## config.mk

```make
export PLATFORM = sky130hd
export DESIGN_NAME = semafor_pieton_param
export DESIGN_NICKNAME = d
export VERILOG_FILES = /design/src/rtl/semafor_pieton_param.sv
export SDC_FILE = /design/constraint.sdc
export NUM_CORES = 1
export LEC_CHECK = 0
export CORE_UTILIZATION = 40
export DETAILED_ROUTE_END_ITERATION = 12
export PLACE_DENSITY = 0.6
export SYNTH_ARGS = -nofsm -noshare
export SYNTH_HDL_FRONTEND = slang
export SYNTH_SLANG_ARGS = --single-unit
```

## constraint.sdc

```tcl
create_clock -name clk -period 2.4 [get_ports clk]
set_input_delay 0.36 -clock clk [delete_from_list [all_inputs] [get_ports clk]]
set_output_delay 0.36 -clock clk [all_outputs]
set_load 0.01 [all_outputs]
```

## src/rtl/semafor_pieton_param.sv

```systemverilog
// Pedestrian-crossing controller: one car head, one pedestrian head.
// Phase timing comes from a prescaled unit timer. Lamps are registered and decoded from the next state.
module semafor_pieton_param #(
  parameter int unsigned TICK_DIV = 1000,
  parameter int unsigned T_INIT   = 10,
  parameter int unsigned T_VM_MIN = 60,
  parameter int unsigned T_GM     = 5,
  parameter int unsigned T_VP     = 30,
  parameter int unsigned T_BLINK  = 6,
  parameter int unsigned T_CLR    = 2,
  parameter int unsigned CW       = 8
) (
  input  logic       clk,
  input  logic       rst_n,
  input  logic       btn,
  input  logic       night,
  output logic       r_m,
  output logic       g_m,
  output logic       v_m,
  output logic       r_p,
  output logic       v_p,
  output logic       req_pending,
  output logic [2:0] state
);

  localparam int unsigned PW = (TICK_DIV > 1) ? $clog2(TICK_DIV) : 1;

  typedef enum logic [2:0] {
    S_INIT   = 3'd0,
    S_VM_RP  = 3'd1,
    S_GM_RP  = 3'd2,
    S_RM_VP  = 3'd3,
    S_RM_VB  = 3'd4,
    S_RM_CLR = 3'd5,
    S_NIGHT  = 3'd6,
    S_BAD    = 3'd7
  } state_e;

  state_e        state_q, state_d;
  logic [PW-1:0] pre_q, pre_d;
  logic [CW-1:0] tmr_q, tmr_d;
  logic          btn_s1_q, btn_s_q, btn_prev_q;
  logic          night_s1_q, night_s_q;
  logic          req_q, req_d;
  logic          r_m_q, g_m_q, v_m_q, r_p_q, v_p_q;
  logic          r_m_d, g_m_d, v_m_d, r_p_d, v_p_d;
  logic          tick;
  logic          btn_rise;
  logic          vm_min_done;

  assign tick        = (pre_q == PW'(TICK_DIV - 1));
  assign btn_rise    = btn_s_q & ~btn_prev_q;
  // Minimum green is reached at this edge or already past it (timer saturates there).
  assign vm_min_done = (tmr_q >= CW'(T_VM_MIN)) || (tick && (tmr_q == CW'(T_VM_MIN - 1)));

  // Next-state logic
  always_comb begin
    state_d = state_q;
    case (state_q)
      S_INIT:   if (tick && (tmr_q == CW'(T_INIT - 1))) state_d = night_s_q ? S_NIGHT : S_VM_RP;
      S_VM_RP: begin
        if (night_s_q)                state_d = S_NIGHT;
        else if (req_q && vm_min_done) state_d = S_GM_RP;
      end
      S_GM_RP:  if (tick && (tmr_q == CW'(T_GM - 1)))            state_d = S_RM_VP;
      S_RM_VP:  if (tick && (tmr_q == CW'(T_VP - T_BLINK - 1)))  state_d = S_RM_VB;
      S_RM_VB:  if (tick && (tmr_q == CW'(T_BLINK - 1)))         state_d = S_RM_CLR;
      S_RM_CLR: if (tick && (tmr_q == CW'(T_CLR - 1)))           state_d = S_VM_RP;
      S_NIGHT:  if (!night_s_q)                                  state_d = S_INIT;
      default:  state_d = S_INIT;
    endcase
  end

  // Timers, request latch and lamp decode from the next state
  always_comb begin
    pre_d = pre_q;
    tmr_d = tmr_q;
    req_d = req_q;
    r_m_d = 1'b0;
    g_m_d = 1'b0;
    v_m_d = 1'b0;
    r_p_d = 1'b0;
    v_p_d = 1'b0;

    if (state_d != state_q) begin
      pre_d = '0;
      tmr_d = '0;
    end else begin
      pre_d = tick ? '0 : pre_q + PW'(1);
      if (tick) begin
        case (state_q)
          S_VM_RP: if (tmr_q < CW'(T_VM_MIN)) tmr_d = tmr_q + CW'(1);
          S_NIGHT: tmr_d = tmr_q ^ CW'(1);
          default: tmr_d = tmr_q + CW'(1);
        endcase
      end
    end

    if (btn_rise && !(state_q inside {S_RM_VP, S_RM_VB, S_NIGHT})) req_d = 1'b1;
    if ((state_d != state_q) && ((state_d == S_RM_VP) || (state_d == S_NIGHT))) req_d = 1'b0;

    case (state_d)
      S_VM_RP: begin v_m_d = 1'b1; r_p_d = 1'b1; end
      S_GM_RP: begin g_m_d = 1'b1; r_p_d = 1'b1; end
      S_RM_VP: begin r_m_d = 1'b1; v_p_d = 1'b1; end
      S_RM_VB: begin r_m_d = 1'b1; v_p_d = ~tmr_d[0]; end
      S_NIGHT: g_m_d = ~tmr_d[0];
      default: begin r_m_d = 1'b1; r_p_d = 1'b1; end
    endcase
  end

  always_ff @(posedge clk or negedge rst_n) begin
    if (!rst_n) begin
      state_q    <= S_INIT;
      pre_q      <= '0;
      tmr_q      <= '0;
      btn_s1_q   <= 1'b0;
      btn_s_q    <= 1'b0;
      btn_prev_q <= 1'b0;
      night_s1_q <= 1'b0;
      night_s_q  <= 1'b0;
      req_q      <= 1'b0;
      r_m_q      <= 1'b1;
      g_m_q      <= 1'b0;
      v_m_q      <= 1'b0;
      r_p_q      <= 1'b1;
      v_p_q      <= 1'b0;
    end else begin
      state_q    <= state_d;
      pre_q      <= pre_d;
      tmr_q      <= tmr_d;
      btn_s1_q   <= btn;
      btn_s_q    <= btn_s1_q;
      btn_prev_q <= btn_s_q;
      night_s1_q <= night;
      night_s_q  <= night_s1_q;
      req_q      <= req_d;
      r_m_q      <= r_m_d;
      g_m_q      <= g_m_d;
      v_m_q      <= v_m_d;
      r_p_q      <= r_p_d;
      v_p_q      <= v_p_d;
    end
  end

  assign r_m         = r_m_q;
  assign g_m         = g_m_q;
  assign v_m         = v_m_q;
  assign r_p         = r_p_q;
  assign v_p         = v_p_q;
  assign req_pending = req_q;
  assign state       = 3'(state_q);

endmodule

```

==> results of run 1 <==
[where the power goes]
group          switching [mW]  total [mW]  internal (mW)
Clock                   0.199       0.565          0.366
Combinational          0.0119      0.0192        0.00730
Sequential            0.00349       0.547          0.544
Total                   0.214        1.13          0.917
[area by class of cell]
class | count | share of cell area
Inverter | 8 | 0.0135
Multi-Input combinational cell | 137 | 0.461
Tap cell | 52 | 0.0293
Clock buffer | 7 | 0.0434
Clock inverter | 1 | 0.0135
Timing Repair Buffer | 18 | 0.0761
Sequential cell | 32 | 0.363
[metal layers]
metal,part of all wire,vias up
met2,0.48,28
li1,-,687
met3,0.034,7
met4,0.016,0
met1,0.47,695
met5,0,-
[placed cells by master (no fill, tap or decap), types with 2 or more instances in the layout]
cell             instances
dfrtp_1                 28
nor2_1                  20
clkdlybuf4s50_1         12
nand2_1                 10
inv_1                    8
nand3_1                  8
xor2_1                   8
nor2_4                   7
clkbuf_8                 7
a21oi_1                  6
nand4_1                  5
buf_4                    5
xnor2_1                  4
nor2_2                   4
nor3_2                   3
o21ai_0                  3
a31oi_1                  3
o21a_1                   3
ha_1                     3
nor4b_1                  2
nor2b_1                  2
nand2b_1                 2
and4bb_1                 2
and3_1                   2
nand3b_1                 2
o21ai_1                  2
nor3_1                   2
dfstp_2                  2
dfrtp_2                  2
[sequential cells by signal (all words and copies together) (netlist names)]
| name | flops |
|---|---|
| g_m | 1 |
| req_pending | 1 |
| night_s1_q | 1 |
| btn_s1_q | 1 |
| v_p | 1 |
| tmr_q | 8 |
| state | 3 |
| v_m | 1 |
| btn_prev_q | 1 |
| r_m | 1 |
| r_p | 1 |
| night_s_q | 1 |
| pre_q | 10 |
| btn_s_q | 1 |
[cells by family after synthesis]
family                   after synthesis  synth area share
buffers and inverters                 14            0.0503
adder cells (fa/ha/maj)                4            0.0261
flip-flops                            32             0.419
AND/OR/NAND/NOR                       92             0.330
multiplexers                           1           0.00522
XOR/XNOR                              12            0.0548
AO/OA/AOI/OAI                         28             0.114
[what timing repair did]
item                                    in CTS  in global routing
hold buffers                                 0                  0
endpoints found under the setup margin       0                 20
setup buffers                                0                  0
gates resized for setup                      0                  5
endpoints found under the hold margin        0                  0
[through the flow]
step | instance area (µm²) | worst slack (ns)
detailed placement | 2080 | 0.0652
CTS | 2210 | 0.0348
global placement | 2080 | 0.0864
global route | 2220 | 0.00737
finish | 2220 | 0.126
floorplan | 1920 | 0.298
[critical path, stage by stage, from the launching register on]
cell and delay (ns):
dfrtp_2 0.45, ha_2 0.22, and4bb_1 0.22, and4_4 0.21
a221oi_4 0.30, nor2b_1 0.10, or3_4 0.39, nor2_2 0.17
a21oi_1 0.09
[how the worst max path moves through the flow]
| stage | to | slack, ns | depth (start not counted) |
|---|---|---|---|
| floorplan | tmr_q[6]$_DFFE_PN0P_ | 0.30 | 8 |
| global placement | tmr_q[6]$_DFFE_PN0P_ | 0.09 | 8 |
| detailed placement | pre_q[2]$_DFF_PN0_ | 0.07 | 8 |
| CTS | tmr_q[6]$_DFFE_PN0P_ | 0.03 | 8 |
| global route | req_pending$_DFFE_PN0P_ | 0.007 | 9 |
| finish | g_m$_DFF_PN0_ | 0.13 | 8 |
==> summary.md, run 1 <==
| Metric | Value |
|---|---|
| First-pass DRT Iterations | `9` |
| Worst min-delay path endpoint | `night_s_q$_DFF_PN0_` |
| Failing checks | `DRC` |
| Post-layout util | `0.496` |
| Outcome | `complete, but fails checks` |
| FF-to-FF path depth | `8` |
| Crit path required time | `2.57 ns` |
| Chip Width | `71.2 µm` |
| TritonCTS clock tree | `built` |
| Die span in y | `around 71 µm` |
| Dpl hpwl | `2.75 mm` |
| Grt met1 use | `0.221` |
| Netlist Area Pre-Place | `0.00192 mm²` |
| Initial antenna violation count | `0` |
| Synth area leader | `dfrtp_1` |
| Worst Tran Pin Value | `about 0.43 ns` |
| Routed via count | `between 1000 and 1500` |
| Final worst-path cycle share | `0.947` |
| Slew Limit Fails | `0` |
| Number of synthesized register bits | `32` |
| GR Util All Layers | `0.168` |
| Crit Path Category | `register to register` |
| Power per cell area | `slightly above 500 mW/mm²` |
| Clock buffer depth | `2` |
| Register Area | `about 810 µm²` |
| Clk slew on worst S/H paths | `approximately 0.070 ns` |
| Vias per cell | `5.56` |
| F_max | `440 MHz` |
| Vias in the first global route | `around 1400` |
| Num CTS Buffers | `5` |
| Pleak | `0.943 nW` |
| Predominant post-synthesis flop cell | `dfrtp_1` |
| Sequential fraction of the synthesis area | `0.419` |
| Die area | `between 0.005 and 0.006 mm²` |
| Total grt overflow | `0` |
| Pwr Total | `1.13 mW` |
| Mean area per synthesized cell | `10.5 µm²` |
| Drt drc | `2` |
| Met2 Use GR | `0.261` |
| Cell count of the worst hold path | `0` |
| Area Growth Syn to Fin | `15.9%` |
| Clock Skew | `about 0.0044 ns` |
| # diodes | `0` |
| I/O pin total | `13` |
| FF-to-FF End | `g_m$_DFF_PN0_` |
| Core area | `0.00447 mm²` |
| Sink Count | `32` |
| Root buf cell | `clkbuf_8` |
| Launch point of the worst reg-to-reg path | `tmr_q[0]$_DFF_PN0_` |
| Syn_nets | `191` |
| Pin count of the biggest net entering global routing | `33` |
| Top cells by count, synth | `dfrtp_1, nor2_1, nand2_1` |
| Cell variety after synth | `62` |
| FILL cells | `between 300 and 400` |
| Final Hold Viols | `0` |
| Max-Cap Viols | `0` |
| Top-area cell type share of the netlist area | `0.392` |
| RSZ-0062 raised after global routing | `false` |
| WHS | `0.350 ns` |
| Final worst path period need | `2.27 ns` |
| Global-route wire length before repair | `6.58 mm` |
| Initial Utilization | `0.428` |
| CP Launch Type | `register` |
| Placed insts | `247` |
| Multi-input combinational cell area | `roughly 0.0010 mm²` |
| Share of cells above drive strength 1 | `0.246` |
| Hold Crit Start | `night_s1_q$_DFF_PN0_` |
| CP Launch Point | `tmr_q[0]$_DFF_PN0_` |
| Synth area leaders | `dfrtp_1, nor2_4, nor2_1` |
| Max IR drop VDD | `252 µV` |
| Syn. warnings | `0` |
| WL/cell | `14.7 µm` |
| Final RePlAce weighted congestion | `0.865` |
| Met3 Resource Use GR | `0.0436` |
| Synth async-reset ratio | `1.00` |
| Synthesized instance count | `183` |
| Nets | `210` |
| Final WL | `3.75 mm` |
| CP Capture Type | `register` |
| Skew-Pair Late Insertion Delay | `0.29 ns` |
| Slew headroom | `0.711` |
| Reg2Reg Setup Slack | `0.13 ns` |
| Post-route non-filler standard cell count | `between 200 and 300` |
| Post-synth EDFFs | `0` |
| Final setup TNS | `0 ns` |
| Arr. time, crit path | `2.44 ns` |
| CP Max Fanout | `6` |
| IO buf count | `12` |
| Row cnt | `24` |
| Final setup viols | `0` |
| Gr busiest metal | `met2` |
| Initial drt markers | `79` |
| ANT nets after route | `0` |
| Count leader, synth | `dfrtp_1` |
| H-tree Lvls | `2` |
| Worst hold path class | `register to register` |
Note: power is estimated with default switching activity, not from simulation.
==> inputs of run 2 (changes only) <==
CORE_UTILIZATION = 29   (was 40)
PLACE_DENSITY = 0.47   (was 0.6)
clock period = 2.3 ns   (was 2.4 ns; I/O delays follow)
==> run 2 against run 1 <==
The run now ends clean. Core utilization is 12 points lower. Total power is 5.1% higher. Clock skew increased by 0.0042 ns. Die area increased by 37%. Sequential share of layout area fell by 2.3 points. First-iteration DRC count increased by 2.5%. Sequential power rose by 4.4%. Combinational power up 2%. Maximum frequency grew 4.5%. Sequential cell count unchanged. Register-to-register slack is essentially flat. Final cell count is 14% higher.
==> summary.md, run 2 (same netlist as run 1, synthesis figures left out) <==
| Metric | Value |
|---|---|
| CP Launch Point | `tmr_q[0]$_DFF_PN0_ (unchanged)` |
| Num CTS Buffers | `5 (unchanged)` |
| Final setup TNS | `0 ns (unchanged)` |
| Worst hold path class | `register to register (unchanged)` |
| Launch point of the worst reg-to-reg path | `tmr_q[0]$_DFF_PN0_ (unchanged)` |
| Clock Skew | `0.00860 ns (was 0.00439 ns)` |
| Vias in the first global route | `1430 (was 1436)` |
| Core area | `0.00635 mm² (was 0.00447 mm²)` |
| IO buf count | `12 (unchanged)` |
| WL/cell | `13.9 µm (was 14.7 µm)` |
| Skew-Pair Late Insertion Delay | `0.29 ns (about the same)` |
| First-pass DRT Iterations | `4 (was 9)` |
| Dpl hpwl | `2.94 mm (was 2.75 mm)` |
| Crit path max-delay cell type | `or4b_4 (was dfrtp_2)` |
| Hold Crit Start | `night_s1_q$_DFF_PN0_ (unchanged)` |
| Pin count of the biggest net entering global routing | `33 (unchanged)` |
| Initial antenna violation count | `0 (unchanged)` |
| Final Hold Viols | `0 (unchanged)` |
| Crit path required time | `2.48 ns (was 2.57 ns)` |
| CP dominant cell by count | `buf_4` |
| Final worst path period need | `2.18 ns (was 2.27 ns)` |
| Final worst-path cycle share | `0.946 (was 0.947)` |
| Final WL | `4.05 mm (was 3.75 mm)` |
| Max-Cap Viols | `0 (unchanged)` |
| Pleak | `1.00 nW (was 0.943 nW)` |
| Vias per cell | `4.94 (was 5.56)` |
| Placed insts | `277 (was 247)` |
| Slew Limit Fails | `0 (unchanged)` |
| Final RePlAce weighted congestion | `0.787 (was 0.865)` |
| Most common cell after layout, fill and taps aside | `dfrtp_1 (unchanged)` |
| F_max | `459 MHz (was 440 MHz)` |
| Nets | `220 (was 210)` |
| Post-layout util | `0.372 (was 0.496)` |
| Global-route wire length before repair | `7.06 mm (was 6.58 mm)` |
| H-tree Lvls | `2 (unchanged)` |
| ANT nets after route | `0 (unchanged)` |
| Max FFs per register | `10 (unchanged)` |
| Initial Utilization | `0.302 (was 0.428)` |
| FILL cells | `614 (was 398)` |
| Final setup viols | `0 (unchanged)` |
| RSZ-0062 raised after global routing | `true (was false)` |
| Clk slew on worst S/H paths | `0.07 ns (about the same)` |
| Chip Width | `83.3 µm (was 71.2 µm)` |
| Worst Tran Pin Value | `0.394 ns (was 0.427 ns)` |
| Row cnt | `29 (was 24)` |
| Drt drc | `0 (was 2)` |
| TritonCTS clock tree | `built (unchanged)` |
| Slew headroom | `0.734 (was 0.711)` |
| Crit Path Category | `register to register (unchanged)` |
| Total grt overflow | `0 (unchanged)` |
| Initial drt markers | `81 (was 79)` |
| Clock buffer depth | `2 (unchanged)` |
| Worst-path cell chain | `buf_4 -> ha_1 -> or4b_4 -> nor2_1 -> a41o_1 -> nor3_2 -> buf_4 -> o41ai_2 (was ha_2 -> and4bb_1 -> and4_4 -> a221oi_4 -> nor2b_1 -> or3_4 -> nor2_2 -> a21oi_1)` |
| Biggest register | `pre_q (unchanged)` |
| Die area | `0.00694 mm² (was 0.00507 mm²)` |
| Sink Count | `32 (unchanged)` |
| Die span in y | `83.3 µm (was 71.2 µm)` |
| GR Util All Layers | `0.129 (was 0.168)` |
| Delay of the slowest critical-path stage | `0.49 ns (was 0.45 ns)` |
| Pwr Total | `1.19 mW (was 1.13 mW)` |
| # diodes | `0 (unchanged)` |
| CP Capture Type | `register (unchanged)` |
| CP Max Fanout | `4 (was 6)` |
| Outcome | `complete, no violations (was complete, but fails checks)` |
| CP Launch Type | `register (unchanged)` |
| Routed via count | `1432 (was 1417)` |
| Power per cell area | `503 mW/mm² (was 509 mW/mm²)` |
| Root buf cell | `clkbuf_8 (unchanged)` |
| Most frequent cells in the layout | `dfrtp_1, nor2_1, buf_4, clkdlybuf4s50_1, nand2_1 (was dfrtp_1, nor2_1, clkdlybuf4s50_1, nand2_1)` |
| Post-route non-filler standard cell count | `290 (was 255)` |
| WHS | `0.349 ns (was 0.350 ns)` |
| Share of cells above drive strength 1 | `0.277 (was 0.246)` |
| I/O pin total | `13 (unchanged)` |
| Area Growth Syn to Fin | `23.2% (was 15.9%)` |
| Max IR drop VDD | `277 µV (was 252 µV)` |
| Arr. time, crit path | `2.35 ns (was 2.44 ns)` |
## run 2: changes by cell type in the layout (fill, tap and decap cells not counted)
cell     delta
dfrtp_1     +2
and4_2      +1
nor2_4      +2
buf_4       +8
nor2_2      -2
and4_1      -1
buf_12      +2
dfrtp_2     -2
## run 2: worst paths after layout
path	slack, ns	endpoint	cells past startpoint
min in group asynchronous	0.45	state[1]$_DFF_PN0_	2
setup reg to reg	0.12	v_p$_DFF_PN0_	8
setup / recovery	0.12	v_p$_DFF_PN0_	8
max in group asynchronous	1.52	r_p$_DFF_PN1_	2
hold reg to reg	0.35	night_s_q$_DFF_PN0_	0
hold / removal	0.35	night_s_q$_DFF_PN0_	0
## run 2: critical path, delay by kind of cell (launching register included)
family	cells	cell delay [ns]
simple gates	3	0.69
fa+ha+maj	1	0.14
buf+inv	2	0.28
compound gates	2	0.58
flops	1	0.38
## run 2: per-layer routing
metal / share of wire / track usage / vias up
met5: 0 / 0 / -
met1: 0.48 / 0.173 / 680
met4: 0.017 / 0.0549 / 0
li1: - / - / 710
met2: 0.46 / 0.199 / 35
met3: 0.039 / 0.0318 / 7
## run 2: what timing repair did
item,CTS,global route
endpoints found under the setup margin,1,5
resized for setup,0,6
setup buffers,2,3
pin swaps,0,7
hold buffers,0,0
## run 2: through the flow
step / worst slack [ns] / area [µm²]
finish: 0.124 / 2360
global route: -0.0165 / 2360
CTS: 0.0580 / 2300
detailed placement: 0.0246 / 2160
global placement: -0.0133 / 2160
floorplan: 0.198 / 1920
## run 2: cell type report
cell class                 count  area (µm²)  share of cell area
tap                           77        96.3              0.0408
clock inverter                 1        30.0              0.0127
multi-input combinational    137        1040               0.439
timing repair buffer          28         269               0.114
inverter                       8        30.0              0.0127
sequential                    32         803               0.340
clock buffer                   7        96.3              0.0408
## run 2: where the power goes
| group | switching (mW) | internal [mW] |
|---|---|---|
| logic | 0.0121 | 0.00758 |
| registers | 0.00399 | 0.567 |
| clock network | 0.215 | 0.382 |
| total | 0.231 | 0.957 |
